### src/rtl/hazard_ctrl_if.sv
// Decoder/datapath <-> hazard unit bundle: D-stage class bits and register fields in,
// stall, forwarding selects, stage write addresses and stall counter out.
interface hazard_ctrl_if #(
    parameter int AW    = 5,
    parameter int CNT_W = 32
);
    logic             cls_j;
    logic             cls_r;
    logic             cls_i;
    logic             cls_ld;
    logic             cls_st;
    logic             cls_jal;
    logic [AW-1:0]    rs_d;
    logic [AW-1:0]    rt_d;
    logic [AW-1:0]    rd_d;
    logic             stall;
    logic [1:0]       fwd_rs_d;
    logic [1:0]       fwd_rt_d;
    logic [1:0]       fwd_rs_e;
    logic [1:0]       fwd_rt_e;
    logic             fwd_rt_m;
    logic [AW-1:0]    a3_e;
    logic [AW-1:0]    a3_m;
    logic [AW-1:0]    a3_w;
    logic [CNT_W-1:0] stall_cnt;

    modport master (
        output cls_j, cls_r, cls_i, cls_ld, cls_st, cls_jal, rs_d, rt_d, rd_d,
        input  stall, fwd_rs_d, fwd_rt_d, fwd_rs_e, fwd_rt_e, fwd_rt_m,
        input  a3_e, a3_m, a3_w, stall_cnt
    );

    modport slave (
        input  cls_j, cls_r, cls_i, cls_ld, cls_st, cls_jal, rs_d, rt_d, rd_d,
        output stall, fwd_rs_d, fwd_rt_d, fwd_rs_e, fwd_rt_e, fwd_rt_m,
        output a3_e, a3_m, a3_w, stall_cnt
    );
endinterface

### src/rtl/hazard_ctrl.sv
// 5-stage MIPS hazard unit: Tuse/Tnew stall detection, E/M/W scoreboard shift register
// and nearest-producer forwarding select generation.
module hazard_ctrl #(
    parameter int AW    = 5,
    parameter int TW    = 2,
    parameter int CNT_W = 32
) (
    input  logic      clk,
    input  logic      reset,
    hazard_ctrl_if.slave hz
);

    logic [AW-1:0]    a3_dec;
    logic [TW-1:0]    tnew_dec;
    logic             use_rs;
    logic             use_rt;
    logic [TW-1:0]    tuse_rs;
    logic [TW-1:0]    tuse_rt;
    logic             stall_now;

    // Stages keep only the fields some later comparison reads.
    logic [AW-1:0]    a3_e_reg, rs_e_reg, rt_e_reg;
    logic [TW-1:0]    tnew_e_reg;
    logic [AW-1:0]    a3_m_reg, rt_m_reg;
    logic [TW-1:0]    tnew_m_reg;
    logic [AW-1:0]    a3_w_reg;
    logic [TW-1:0]    tnew_w_reg;
    logic [CNT_W-1:0] stall_cnt_reg;

    function automatic logic [TW-1:0] tnew_dec_sat(input logic [TW-1:0] t);
        return (t == '0) ? '0 : t - TW'(1);
    endfunction

    function automatic logic src_hazard(
        input logic [AW-1:0] src, input logic en, input logic [TW-1:0] tuse,
        input logic [AW-1:0] a3_n, input logic [TW-1:0] tnew_n,
        input logic [AW-1:0] a3_f, input logic [TW-1:0] tnew_f
    );
        logic h;
        h = 1'b0;
        if (en && src != '0) begin
            if (a3_n == src)      h = (tnew_n > tuse);
            else if (a3_f == src) h = (tnew_f > tuse);
        end
        return h;
    endfunction

    // Nearest matching stage decides; a match still producing leaves the select at 0.
    function automatic logic [1:0] fwd_sel(
        input logic [AW-1:0] src,
        input logic [AW-1:0] a3_n, input logic [TW-1:0] tnew_n, input logic [1:0] sel_n,
        input logic [AW-1:0] a3_f, input logic [TW-1:0] tnew_f, input logic [1:0] sel_f
    );
        logic [1:0] s;
        s = 2'd0;
        if (src != '0) begin
            if (a3_n == src)      s = (tnew_n == '0) ? sel_n : 2'd0;
            else if (a3_f == src) s = (tnew_f == '0) ? sel_f : 2'd0;
        end
        return s;
    endfunction

    always_comb begin
        a3_dec   = '0;
        tnew_dec = '0;
        if (hz.cls_ld) begin
            a3_dec   = hz.rt_d;
            tnew_dec = TW'(2);
        end else if (hz.cls_r) begin
            a3_dec   = hz.rd_d;
            tnew_dec = TW'(1);
        end else if (hz.cls_i) begin
            a3_dec   = hz.rt_d;
            tnew_dec = TW'(1);
        end else if (hz.cls_jal) begin
            a3_dec   = AW'(31);
            tnew_dec = '0;
        end
    end

    always_comb begin
        use_rs  = hz.cls_j | hz.cls_r | hz.cls_i | hz.cls_ld | hz.cls_st;
        tuse_rs = hz.cls_j ? TW'(0) : TW'(1);
        use_rt  = hz.cls_j | hz.cls_r | hz.cls_st;
        tuse_rt = hz.cls_j ? TW'(0) : (hz.cls_r ? TW'(1) : TW'(2));
    end

    assign stall_now =
        src_hazard(hz.rs_d, use_rs, tuse_rs, a3_e_reg, tnew_e_reg, a3_m_reg, tnew_m_reg) |
        src_hazard(hz.rt_d, use_rt, tuse_rt, a3_e_reg, tnew_e_reg, a3_m_reg, tnew_m_reg);

    always_ff @(posedge clk or negedge reset) begin
        if (!reset) begin
            a3_e_reg      <= '0;
            rs_e_reg      <= '0;
            rt_e_reg      <= '0;
            tnew_e_reg    <= '0;
            a3_m_reg      <= '0;
            rt_m_reg      <= '0;
            tnew_m_reg    <= '0;
            a3_w_reg      <= '0;
            tnew_w_reg    <= '0;
            stall_cnt_reg <= '0;
        end else begin
            if (stall_now) begin
                a3_e_reg   <= '0;
                rs_e_reg   <= '0;
                rt_e_reg   <= '0;
                tnew_e_reg <= '0;
            end else begin
                a3_e_reg   <= a3_dec;
                rs_e_reg   <= hz.rs_d;
                rt_e_reg   <= hz.rt_d;
                tnew_e_reg <= tnew_dec;
            end
            a3_m_reg      <= a3_e_reg;
            rt_m_reg      <= rt_e_reg;
            tnew_m_reg    <= tnew_dec_sat(tnew_e_reg);
            a3_w_reg      <= a3_m_reg;
            tnew_w_reg    <= tnew_dec_sat(tnew_m_reg);
            stall_cnt_reg <= stall_cnt_reg + CNT_W'(stall_now);
        end
    end

    assign hz.stall     = stall_now;
    assign hz.fwd_rs_d  = fwd_sel(hz.rs_d, a3_e_reg, tnew_e_reg, 2'd1, a3_m_reg, tnew_m_reg, 2'd2);
    assign hz.fwd_rt_d  = fwd_sel(hz.rt_d, a3_e_reg, tnew_e_reg, 2'd1, a3_m_reg, tnew_m_reg, 2'd2);
    assign hz.fwd_rs_e  = fwd_sel(rs_e_reg, a3_m_reg, tnew_m_reg, 2'd1, a3_w_reg, tnew_w_reg, 2'd2);
    assign hz.fwd_rt_e  = fwd_sel(rt_e_reg, a3_m_reg, tnew_m_reg, 2'd1, a3_w_reg, tnew_w_reg, 2'd2);
    assign hz.fwd_rt_m  = (rt_m_reg != '0) && (a3_w_reg == rt_m_reg) && (tnew_w_reg == '0);
    assign hz.a3_e      = a3_e_reg;
    assign hz.a3_m      = a3_m_reg;
    assign hz.a3_w      = a3_w_reg;
    assign hz.stall_cnt = stall_cnt_reg;

endmodule
### src/flat_wrapper.sv
// flat-port wrapper written by rule: the top's interface ports become plain ports
module hazard_ctrl_flat 
#(
    parameter int AW    = 5,
    parameter int TW    = 2,
    parameter int CNT_W = 32
)
  (clk, reset, hz_cls_j, hz_cls_r, hz_cls_i, hz_cls_ld, hz_cls_st, hz_cls_jal, hz_rs_d, hz_rt_d, hz_rd_d, hz_stall, hz_fwd_rs_d, hz_fwd_rt_d, hz_fwd_rs_e, hz_fwd_rt_e, hz_fwd_rt_m, hz_a3_e, hz_a3_m, hz_a3_w, hz_stall_cnt);
  hazard_ctrl_if #(.AW(AW), .CNT_W(CNT_W)) hz_i ();
  input  logic clk;
  input  logic reset;
  input wire logic [$bits(hz_i.cls_j)-1:0] hz_cls_j;
  input wire logic [$bits(hz_i.cls_r)-1:0] hz_cls_r;
  input wire logic [$bits(hz_i.cls_i)-1:0] hz_cls_i;
  input wire logic [$bits(hz_i.cls_ld)-1:0] hz_cls_ld;
  input wire logic [$bits(hz_i.cls_st)-1:0] hz_cls_st;
  input wire logic [$bits(hz_i.cls_jal)-1:0] hz_cls_jal;
  input wire logic [$bits(hz_i.rs_d)-1:0] hz_rs_d;
  input wire logic [$bits(hz_i.rt_d)-1:0] hz_rt_d;
  input wire logic [$bits(hz_i.rd_d)-1:0] hz_rd_d;
  output wire logic [$bits(hz_i.stall)-1:0] hz_stall;
  output wire logic [$bits(hz_i.fwd_rs_d)-1:0] hz_fwd_rs_d;
  output wire logic [$bits(hz_i.fwd_rt_d)-1:0] hz_fwd_rt_d;
  output wire logic [$bits(hz_i.fwd_rs_e)-1:0] hz_fwd_rs_e;
  output wire logic [$bits(hz_i.fwd_rt_e)-1:0] hz_fwd_rt_e;
  output wire logic [$bits(hz_i.fwd_rt_m)-1:0] hz_fwd_rt_m;
  output wire logic [$bits(hz_i.a3_e)-1:0] hz_a3_e;
  output wire logic [$bits(hz_i.a3_m)-1:0] hz_a3_m;
  output wire logic [$bits(hz_i.a3_w)-1:0] hz_a3_w;
  output wire logic [$bits(hz_i.stall_cnt)-1:0] hz_stall_cnt;
  assign hz_i.cls_j = hz_cls_j;
  assign hz_i.cls_r = hz_cls_r;
  assign hz_i.cls_i = hz_cls_i;
  assign hz_i.cls_ld = hz_cls_ld;
  assign hz_i.cls_st = hz_cls_st;
  assign hz_i.cls_jal = hz_cls_jal;
  assign hz_i.rs_d = hz_rs_d;
  assign hz_i.rt_d = hz_rt_d;
  assign hz_i.rd_d = hz_rd_d;
  assign hz_stall = hz_i.stall;
  assign hz_fwd_rs_d = hz_i.fwd_rs_d;
  assign hz_fwd_rt_d = hz_i.fwd_rt_d;
  assign hz_fwd_rs_e = hz_i.fwd_rs_e;
  assign hz_fwd_rt_e = hz_i.fwd_rt_e;
  assign hz_fwd_rt_m = hz_i.fwd_rt_m;
  assign hz_a3_e = hz_i.a3_e;
  assign hz_a3_m = hz_i.a3_m;
  assign hz_a3_w = hz_i.a3_w;
  assign hz_stall_cnt = hz_i.stall_cnt;
  hazard_ctrl #(.AW(AW), .TW(TW), .CNT_W(CNT_W)) u_core (.clk(clk), .reset(reset), .hz(hz_i));
endmodule
### config.mk
export PLATFORM = sky130hd
export DESIGN_NAME = hazard_ctrl_flat
export DESIGN_NICKNAME = d
export VERILOG_FILES = /design/src/rtl/hazard_ctrl_if.sv /design/src/rtl/hazard_ctrl.sv /design/src/flat_wrapper.sv
export SDC_FILE = /design/constraint.sdc
export NUM_CORES = 1
export LEC_CHECK = 0
export BUFFER_PORTS_ARGS = -buffer_cell sky130_fd_sc_hd__buf_2
export CORE_ASPECT_RATIO = 1.1
export CORE_MARGIN = 1.5
export CORE_UTILIZATION = 38
export DETAILED_ROUTE_END_ITERATION = 10
export PLACE_DENSITY = 0.6
export RECOVER_POWER = 25
export SLEW_MARGIN = 30
export SYNTH_ARGS = -nofsm -noshare
export SYNTH_HDL_FRONTEND = slang
export SYNTH_SLANG_ARGS = --single-unit
### constraint.sdc
create_clock -name clk -period 9.3 [get_ports clk]
set_clock_uncertainty 0.1 [all_clocks]
set_input_delay 0.93 -clock clk [delete_from_list [all_inputs] [get_ports clk]]
set_output_delay 0.93 -clock clk [all_outputs]
set_load 0.01 [all_outputs]
==> out/results.ini, run 1 <==
[run_status]
run_status = complete, but fails checks
violations = max-capacitance violations, max-slew violations

[layout]
final_common_cell = buf_2
layout_common_cells = buf_2, dfrtp_1, xor2_1
nets = 437
fillers = 829
antennaDiodeCount = 0
multi_input_area_sq_um = 1610
area_growth_syn_to_layout_pct = 21.2
largest_reg_flops = 32
fin_util_pct = 48.2
register_area_sq_um = 1700
drive_above_1_share_pct = 24.3

[critical_path]
cp_cell_sequence = buf_2, or2_2, ha_1, and2_1, a2111oi_0, a22oi_1, o32a_1, inv_1, ha_1, ha_1, inv_1, or4_1, nor3_1, nand4_1, xnor2_1
critPathRequiredTime_ps = 9440
reg2reg_depth = 14
r2r-end = u_core.hz.stall_cnt[28]$_DFF_PN0_
rr_startpoint = u_core.tnew_m_reg[0]$_DFF_PN0_
cp.buffers_inverters = 3
critical_path_class = in -> reg
cp_slowest_cell = or4_1
startpoint_type = input pin
setup.worst_path.end_class = flop
slowest_delay_ps = 600
r2r_slack_ps = 4940
crit_arrival_ps = 4970
cpMostUsedCell = ha_1
critPathTopFamily = simple AND/OR/NAND/NOR gates
cp_max_fo = 12

[clocking]
clockBufferDepth = 2
cts_resized = 0
htreeDepth = 3
cts_made_buffers = 9
clock_sinks = 68
cts_root_buffer = clkbuf_8
clk-insertion-delay-late_ps = 340
path_clk_slew_ps = 80
cts_setup_buffers = 0
tritoncts = done
hold_buffers = 0

[global_route]
grt_max_degree = 69
grt_antenna_before_repair = 0
grt_util_met1_pct = 23.0
grt_pass1_wl_mm = 12.6
grtUsageMet3_pct = 2.68
grt_pass1_vias = 2567
grt_use_total_pct = 17.4
use_met2_pct = 28.2
grt-ovfl-total = 0
grt.busiest_layer = met2

[sta]
tightest_slew_ps = 3450
fin_crit_sh_pct = 52.0
tns_ps = 0
finalHoldViolCount = 0
rsz0062_at_grt = no
finalSetupViolCount = 0
slew_headroom_pct = -130
fmax_mhz = 207
period_needed_ps = 4830
finalMaxSlewViolations = 69

[logic_synthesis]
async_flop_share_pct = 100
seq_area_frac_synth_pct = 50.4
ys_ff_latch = 68
syn_nets = 352
synth_ff_type = dfrtp_1
synth_edf_count = 0
synth_cell_type_count = 35
yosysWarnings = 0
synth_area_sq_um = 3380
syn_area_per_cell_sq_um = 10.5
postSynthCellCount = 321

[floorplanning]
die_x_microns = 92.9
core_sq_um = 8500
top_level_ports = 80
rows = 35
initial_core_util_pct = 39.7
die_area_sq_um = 9460
die_y_microns = 102

[worst_hold_path]
holdPathStages = 1
min_to = u_core.hz.stall_cnt[31]$_DFF_PN0_
hp-start = u_core.hz.stall_cnt[31]$_DFF_PN0_
hp-class = reg -> reg

[detailed_routing]
wl_per_cell_microns = 14.5
vias = 2630
routed_wl_mm = 7.59
antenna_left = 0
drt_iter0_markers = 98
avgViaCountPerCell = 5.04
dr.pass1.iters = 4
drc_errors = 0

[placed_design]
io_buffers = 79
place_hpwl_mm = 5.64
gp_congestion = 0.841

[power_and_ir_drop]
total_leakage_power_nw = 2.01
max-vdd-ir-drop_v = 0.0000841
power_mw = 0.758
power_density_nw_per_um2 = 185

[job]
cap_violations = 1

-- cells by family (layout without fill, tap and decap cells) --
| family | after synthesis | count (layout) | synth area share, % |
|---|---|---|---|
| AO/OA/AOI/OAI | 21 | 21 | 4.56 |
| flip-flops | 68 | 68 | 50.4 |
| buffers and inverters | 17 | 107 | 1.93 |
| adder cells (fa/ha/maj) | 8 | 8 | 2.97 |
| XOR/XNOR | 72 | 72 | 18.9 |
| AND/OR/NAND/NOR | 135 | 135 | 21.2 |
-- final cells by class --
type / instances / share of cell area, %
Tap cell: 111 / 3.39
Clock inverter: 6 / 1.56
Sequential cell: 68 / 41.6
Clock buffer: 10 / 3.36
Multi-Input combinational cell: 236 / 39.3
Timing Repair Buffer: 80 / 9.76
Inverter: 11 / 1.01
-- worst max path at each step --
stage / from / to / slack [ps] / depth (start not counted)
2_1_floorplan: hz_cls_r / u_core.hz.stall_cnt[29]$_DFF_PN0_ / 4570 / 15
6_report: hz_cls_r / u_core.hz.stall_cnt[28]$_DFF_PN0_ / 4470 / 15
5_1_grt: hz_cls_r / u_core.hz.stall_cnt[30]$_DFF_PN0_ / 4080 / 15
4_1_cts: hz_cls_r / u_core.hz.stall_cnt[28]$_DFF_PN0_ / 4480 / 15
3_3_place_gp: hz_cls_r / u_core.hz.stall_cnt[28]$_DFF_PN0_ / 4210 / 15
3_5_place_dp: hz_cls_r / u_core.hz.stall_cnt[28]$_DFF_PN0_ / 4120 / 15
-- layer usage --
layer	vias to the layer above	wire length [microns]
li1	1284	-
met5	-	0
met4	0	146
met1	1268	3440
met2	69	3690
met3	9	306
-- cell usage after synthesis, types with 2 or more instances --
cell type	n	area share [%]
clkbuf_1	5	0.56
nor4_1	6	1.1
a22oi_1	2	0.44
nor3_1	14	2.1
xnor2_1	34	8.8
nand3_1	16	2.4
ha_1	8	3.0
nor2_1	32	3.6
or3_1	3	0.56
dfrtp_1	68	50
nand4_1	7	1.3
and4_1	4	1.0
inv_1	11	1.2
a21oi_1	6	0.89
or4_1	5	1.1
xor2_1	37	9.6
o21ai_0	2	0.30
nor2b_1	5	0.93
and3_1	4	0.74
a221oi_1	6	1.6
nand2_1	18	2.0
and2_1	15	2.8
-- power breakdown --
group | switching (mW) | internal, mW | total (mW)
sequential | 0.0488 | 0.326 | 0.375
clock | 0.113 | 0.130 | 0.243
combinational | 0.0726 | 0.0671 | 0.140
total | 0.234 | 0.524 | 0.758
-- per-stage QoR --
stage	hold slack, ps	std cells	setup slack (ps)	cell area, sq um
5_1_grt	393	522	4080	4090
2_1_floorplan	321	321	4570	3380
3_5_place_dp	366	506	4120	3890
4_1_cts	380	522	4480	4100
3_3_place_gp	357	506	4210	3890
6_report	376	522	4470	4090
(Power assumes the default switching activity.)
==> run 2: changes to the inputs <==
--- a/config.mk
+++ b/config.mk
@@ -10,7 +10,7 @@
 export CORE_MARGIN = 1.5
 export CORE_UTILIZATION = 38
 export DETAILED_ROUTE_END_ITERATION = 10
-export PLACE_DENSITY = 0.6
+export PLACE_DENSITY = 0.62
 export RECOVER_POWER = 25
 export SLEW_MARGIN = 30
 export SYNTH_ARGS = -nofsm -noshare
==> constraint.sdc (replaced) <==
create_clock -name clk -period 4.22 [get_ports clk]
set_clock_uncertainty 0.1 [all_clocks]
set_input_delay 0.422 -clock clk [delete_from_list [all_inputs] [get_ports clk]]
set_output_delay 0.422 -clock clk [all_outputs]
set_load 0.01 [all_outputs]
==> out/results.ini, run 2 (same netlist as run 1, synthesis figures left out) <==
[detailed_routing]
wl_per_cell_microns = 14.4  ; -0.72%
avgViaCountPerCell = 5.00  ; -0.69%
vias = 2647  ; +0.65%
drt_iter0_markers = 84  ; -14%
drc_errors = 0  ; unchanged
dr.pass1.iters = 4  ; unchanged
antenna_left = 0  ; unchanged
routed_wl_mm = 7.63  ; +0.61%

[layout]
fin_area_sq_um = 4110  ; +0.49%
antennaDiodeCount = 0  ; unchanged
final_common_cell = buf_2
drive_above_1_share_pct = 25.1  ; +0.79 points
area_growth_syn_to_layout_pct = 21.8
layout_common_cells = buf_2, dfrtp_1, xor2_1
nets = 444  ; +1.6%
fillers = 817  ; -1.4%
largest_reg_flops = 32  ; unchanged

[sta]
fmax_mhz = 259
slew_headroom_pct = -13.1  ; +120 points
rsz0062_at_grt = no
tightest_slew_ps = 1700  ; -1750 ps
finalSetupViolCount = 0  ; unchanged
fin_crit_sh_pct = 91.4
finalMaxSlewViolations = 34  ; -51%
finalHoldViolCount = 0  ; unchanged
tns_ps = 0  ; unchanged
period_needed_ps = 3860

[power_and_ir_drop]
power.internal_mw = 1.10  ; +110%
power_density_nw_per_um2 = 391  ; +110%
switching_share_pct = 31.5  ; +0.68 points
max-vdd-ir-drop_v = 0.000179  ; +110%
p_sw_mw = 0.507  ; +120%
total_leakage_power_nw = 2.03  ; +0.62%
p_seq_share_pct = 51.2  ; +1.7 points
p_clk_share_pct = 28.9  ; -3.2 points
comb_power_share_pct = 20.0  ; +1.6 points

[clocking]
htreeDepth = 3  ; unchanged
clk-insertion-delay-late_ps = 330  ; about the same
tritoncts = done
cts_root_buffer = clkbuf_8
hold_buffers = 0  ; unchanged
cts_resized = 0  ; unchanged
path_clk_slew_ps = 70  ; about the same
clockBufferDepth = 2  ; unchanged
clock_sinks = 68  ; unchanged
cts_setup_buffers = 0  ; unchanged
cts_made_buffers = 9  ; unchanged

[worst_hold_path]
hp-class = in -> reg

[global_route]
grt_antenna_before_repair = 0  ; unchanged
grt_pass1_wl_mm = 12.6  ; -0.17%
grt-ovfl-total = 0  ; unchanged
grtUsageMet3_pct = 2.23  ; -0.45 points
grt_use_total_pct = 17.0  ; -0.42 points
grt.busiest_layer = met2
grt_util_met1_pct = 23.1  ; +0.055 points
grt_max_degree = 37  ; -46%
use_met2_pct = 27.6  ; -0.67 points
grt_pass1_vias = 2611  ; +1.7%

[floorplanning]
top_level_ports = 80  ; unchanged
die_x_microns = 92.9  ; unchanged
initial_core_util_pct = 39.7  ; unchanged
die_y_microns = 102  ; unchanged
die_area_sq_um = 9460  ; unchanged
rows = 35  ; unchanged
core_sq_um = 8500  ; unchanged

[critical_path]
critical_path_class = reg -> reg
reg2reg_depth = 13  ; -1
rr_startpoint = u_core.tnew_m_reg[0]$_DFF_PN0_
cp_max_fo = 7  ; -5
startpoint_type = flop
r2r-end = u_core.hz.stall_cnt[29]$_DFF_PN0_
crit_arrival_ps = 3970  ; -1000 ps
endpoint = u_core.hz.stall_cnt[29]$_DFF_PN0_
crit_start = u_core.tnew_m_reg[0]$_DFF_PN0_
critPathRequiredTime_ps = 4330  ; -5110 ps
r2r_slack_ps = 360  ; -4580 ps
setup.worst_path.end_class = flop

[placed_design]
place_hpwl_mm = 5.74  ; +1.8%
gp_congestion = 0.810  ; -3.7%
io_buffers = 79  ; unchanged
dpl_cell_area_sq_um = 3950  ; +1.3%

[run_status]
violations = max-capacitance violations, max-slew violations
run_status = complete, but fails checks

[job]
cap_violations = 1  ; unchanged

run 2: metal layers:
layer  vias to the layer above  routed length, microns
met5                         -                       0
met4                         0                     129
met3                        10                     322
met2                        74                    3700
met1                      1274                    3480
li1                       1289                       -
run 2: power by group through the flow:
| stage | clock network (mW) | registers (mW) | logic [mW] |
|---|---|---|---|
| CTS | 0.475 | 0.823 | 0.328 |
| global placement | 0 | 0.834 | 0.318 |
| floorplan | 0 | 0.829 | 0.181 |
| global route | 0.506 | 0.834 | 0.366 |
| detailed placement | 0 | 0.835 | 0.327 |
| finish | 0.464 | 0.823 | 0.321 |
run 2: layout make-up:
type                            count  area (sq um)  share of cell area, %
Clock buffer                       12           145                   3.53
Timing Repair Buffer               87           450                   11.0
Tap cell                          111           139                   3.38
Inverter                           11          41.3                   1.00
Multi-Input combinational cell    236          1610                   39.1
Sequential cell                    68          1700                   41.4
Clock inverter                      4          25.0                  0.609
run 2: critical path, stage by stage, from the launching register on:
cell	delay [ps]
dfrtp_1	500
inv_1	110
ha_1	290
and2_1	140
a2111oi_0	410
a22oi_1	130
o32a_1	350
inv_2	70
ha_1	210
nand2_1	130
or4_4	450
or3_1	380
or3_4	350
xnor2_2	130
run 2: per-stage QoR:
stage / hold slack, ps / setup slack, ps / cells / power, mW / utilization (%)
after floorplan: 26.4 / 78.5 / 321 / 1.01 / -
after global placement: 358 / 195 / 513 / 1.15 / 46.5
after detailed placement: 359 / 104 / 513 / 1.16 / 46.5
after CTS: 55.2 / 369 / 529 / 1.63 / 48.5
after global routing: 258 / 74.6 / 529 / 1.71 / 48.4
final: 248 / 361 / 529 / 1.61 / 48.4
run 2: worst min path at each step:
stage / start / to / depth (start not counted)
after global placement: u_core.rt_e_reg[1]$_DFF_PN0_ / u_core.rt_m_reg[1]$_DFF_PN0_ / 0
final: hz_rd_d[1] / u_core.hz.a3_e[1]$_DFF_PN0_ / 3
after floorplan: reset / u_core.hz.a3_e[0]$_DFF_PN0_ / 0
after global routing: hz_rd_d[1] / u_core.hz.a3_e[1]$_DFF_PN0_ / 3
after detailed placement: u_core.rt_e_reg[4]$_DFF_PN0_ / u_core.rt_m_reg[4]$_DFF_PN0_ / 0
after CTS: reset / u_core.hz.stall_cnt[14]$_DFF_PN0_ / 1
==> run 3: changes to the inputs <==
--- a/config.mk
+++ b/config.mk
@@ -9,7 +9,9 @@
 export CORE_ASPECT_RATIO = 1.1
 export CORE_MARGIN = 1.5
 export CORE_UTILIZATION = 38
+export CTS_BUF_LIST = sky130_fd_sc_hd__clkbuf_8
 export DETAILED_ROUTE_END_ITERATION = 10
+export MAX_ROUTING_LAYER = met4
 export PLACE_DENSITY = 0.62
 export RECOVER_POWER = 25
 export SLEW_MARGIN = 30
==> out/results.ini, run 3 (same netlist as run 1, synthesis figures left out) <==
[global_route]
grt_max_degree = 37  ; unchanged
grt_use_total_pct = 17.5  ; +0.57 points
grt-ovfl-total = 0  ; unchanged
grt_pass1_wl_mm = 12.6  ; +0.22%
grt_util_met1_pct = 23.2  ; +0.14 points
grt_antenna_before_repair = 0  ; unchanged
grt_pass1_vias = 2603  ; -0.31%
grtUsageMet3_pct = 2.16  ; -0.074 points
grt.busiest_layer = met2
use_met2_pct = 27.6  ; unchanged

[sta]
slew_headroom_pct = -15.2  ; -2.1 points
rsz0062_at_grt = no
fmax_mhz = 260  ; +0.19%
finalMaxSlewViolations = 34  ; unchanged
fin_crit_sh_pct = 91.3  ; -0.17 points
period_needed_ps = 3850  ; -7.31 ps
finalHoldViolCount = 0  ; unchanged
tns_ps = 0  ; unchanged
tightest_slew_ps = 1730  ; +32.1 ps
finalSetupViolCount = 0  ; unchanged

[floorplanning]
die_x_microns = 92.9  ; unchanged
die_y_microns = 102  ; unchanged
initial_core_util_pct = 39.7  ; unchanged
top_level_ports = 80  ; unchanged
die_area_sq_um = 9460  ; unchanged
core_sq_um = 8500  ; unchanged
rows = 35  ; unchanged

[critical_path]
setup.worst_path.end_class = flop
critPathRequiredTime_ps = 4330  ; about the same
crit_arrival_ps = 3960  ; about the same
slowest_delay_ps = 500  ; about the same
cp_max_fo = 7  ; unchanged
cpMostUsedCell = ha_1
critical_path_class = reg -> reg
cp_slowest_cell = dfrtp_1
cp_cell_sequence = inv_1, ha_1, and2_1, a2111oi_0, a22oi_1, o32a_1, inv_2, ha_1, nand2_1, or4_4, or3_1, or3_4, xnor2_2
startpoint_type = flop

[layout]
nets = 444  ; unchanged
drive_above_1_share_pct = 25.1  ; unchanged
layout_common_cells = buf_2, dfrtp_1, xor2_1
antennaDiodeCount = 0  ; unchanged
fin_util_pct = 48.4  ; unchanged
final_common_cell = buf_2
fillers = 817  ; unchanged
area_growth_syn_to_layout_pct = 21.8  ; unchanged
largest_reg_flops = 32  ; unchanged

[detailed_routing]
drc_errors = 0  ; unchanged
avgViaCountPerCell = 5.02  ; +0.42%
antenna_left = 0  ; unchanged
dr.pass1.iters = 4  ; unchanged
routed_wl_mm = 7.66  ; +0.39%
vias = 2658  ; +0.42%
wl_per_cell_microns = 14.5  ; +0.39%
drt_iter0_markers = 88  ; +4.8%

[clocking]
tritoncts = done
cts_root_buffer = clkbuf_8
cts_made_buffers = 9  ; unchanged
clock_sinks = 68  ; unchanged
path_clk_slew_ps = 70  ; about the same
cts_resized = 0  ; unchanged
cts_setup_buffers = 0  ; unchanged
hold_buffers = 0  ; unchanged
clockBufferDepth = 2  ; unchanged
clk-insertion-delay-late_ps = 330  ; about the same
htreeDepth = 3  ; unchanged

[power_and_ir_drop]
total_leakage_power_nw = 2.04  ; +0.41%
power_density_nw_per_um2 = 390  ; -0.20%
max-vdd-ir-drop_v = 0.000179  ; +0.23%

[placed_design]
io_buffers = 79  ; unchanged
place_hpwl_mm = 5.74  ; unchanged
gp_congestion = 0.822  ; +1.5%

[run_status]
violations = max-capacitance violations, max-slew violations
run_status = complete, but fails checks

[job]
cap_violations = 1  ; unchanged

[worst_hold_path]
hp-class = in -> reg

-- run 3: changes by cell type in the layout (fill, tap and decap cells not counted) --
| cell | change |
|---|---|
| clkbuf_1 | -2 |
| inv_1 | +2 |
-- run 3: stage by stage --
stage	setup WS [ps]	hold slack, ps	power, mW	cells	instance area, sq um
after floorplan	78.5	26.4	1.01	321	3380
after global placement	195	358	1.15	513	3950
after detailed placement	104	359	1.16	513	3950
after CTS	369	54.7	1.62	529	4120
after global routing	73.0	256	1.70	529	4110
final	369	245	1.60	529	4110
-- run 3: worst paths after layout --
path                                                   startpoint                                end  slack, ps  cells past startpoint
worst max register to register     u_core.tnew_m_reg[0]$_DFF_PN0_  u_core.hz.stall_cnt[29]$_DFF_PN0_        370                     13
worst min register to register  u_core.hz.stall_cnt[31]$_DFF_PN0_  u_core.hz.stall_cnt[31]$_DFF_PN0_        370                      1
worst max-delay path               u_core.tnew_m_reg[0]$_DFF_PN0_  u_core.hz.stall_cnt[29]$_DFF_PN0_        370                     13
worst min-delay path                                   hz_rd_d[1]        u_core.hz.a3_e[1]$_DFF_PN0_        240                      3
max in group asynchronous                                   reset        u_core.hz.a3_e[2]$_DFF_PN0_       2320                      2
min in group asynchronous                                   reset   u_core.hz.stall_cnt[2]$_DFF_PN0_        430                      1
-- run 3: worst max-delay path, delay by kind of cell, from the launching register on --
kind	cells	cell delay (ps)
DFF	1	500
and+or+nand+nor	5	1450
adders and majority gates	2	490
xor gates and xnor gates	1	130
buffers and inverters	2	180
AOI/OAI and AO/OA	3	870
-- run 3: layout make-up --
cell class	count	area, sq um	share of cell area [%]
sequential	68	1700	41.4
timing repair buffer	87	450	11.0
clock buffer	10	138	3.35
tap	111	139	3.38
inverter	11	41.3	1.00
multi-input combinational	236	1610	39.1
clock inverter	6	32.5	0.791
-- run 3: per-layer routing --
metal | part of all wire, % | routed length, microns | up-vias
met5 | 0 | 0 | -
met3 | 4.4 | 338 | 10
met2 | 49 | 3740 | 83
met1 | 45 | 3450 | 1279
li1 | - | - | 1286
met4 | 1.7 | 129 | 0
-- run 3: power breakdown --
part	switching, mW	internal, mW	leakage (nW)
clock	0.238	0.223	0.0907
combinational	0.167	0.154	1.08
sequential	0.104	0.719	0.862
total	0.509	1.10	2.04
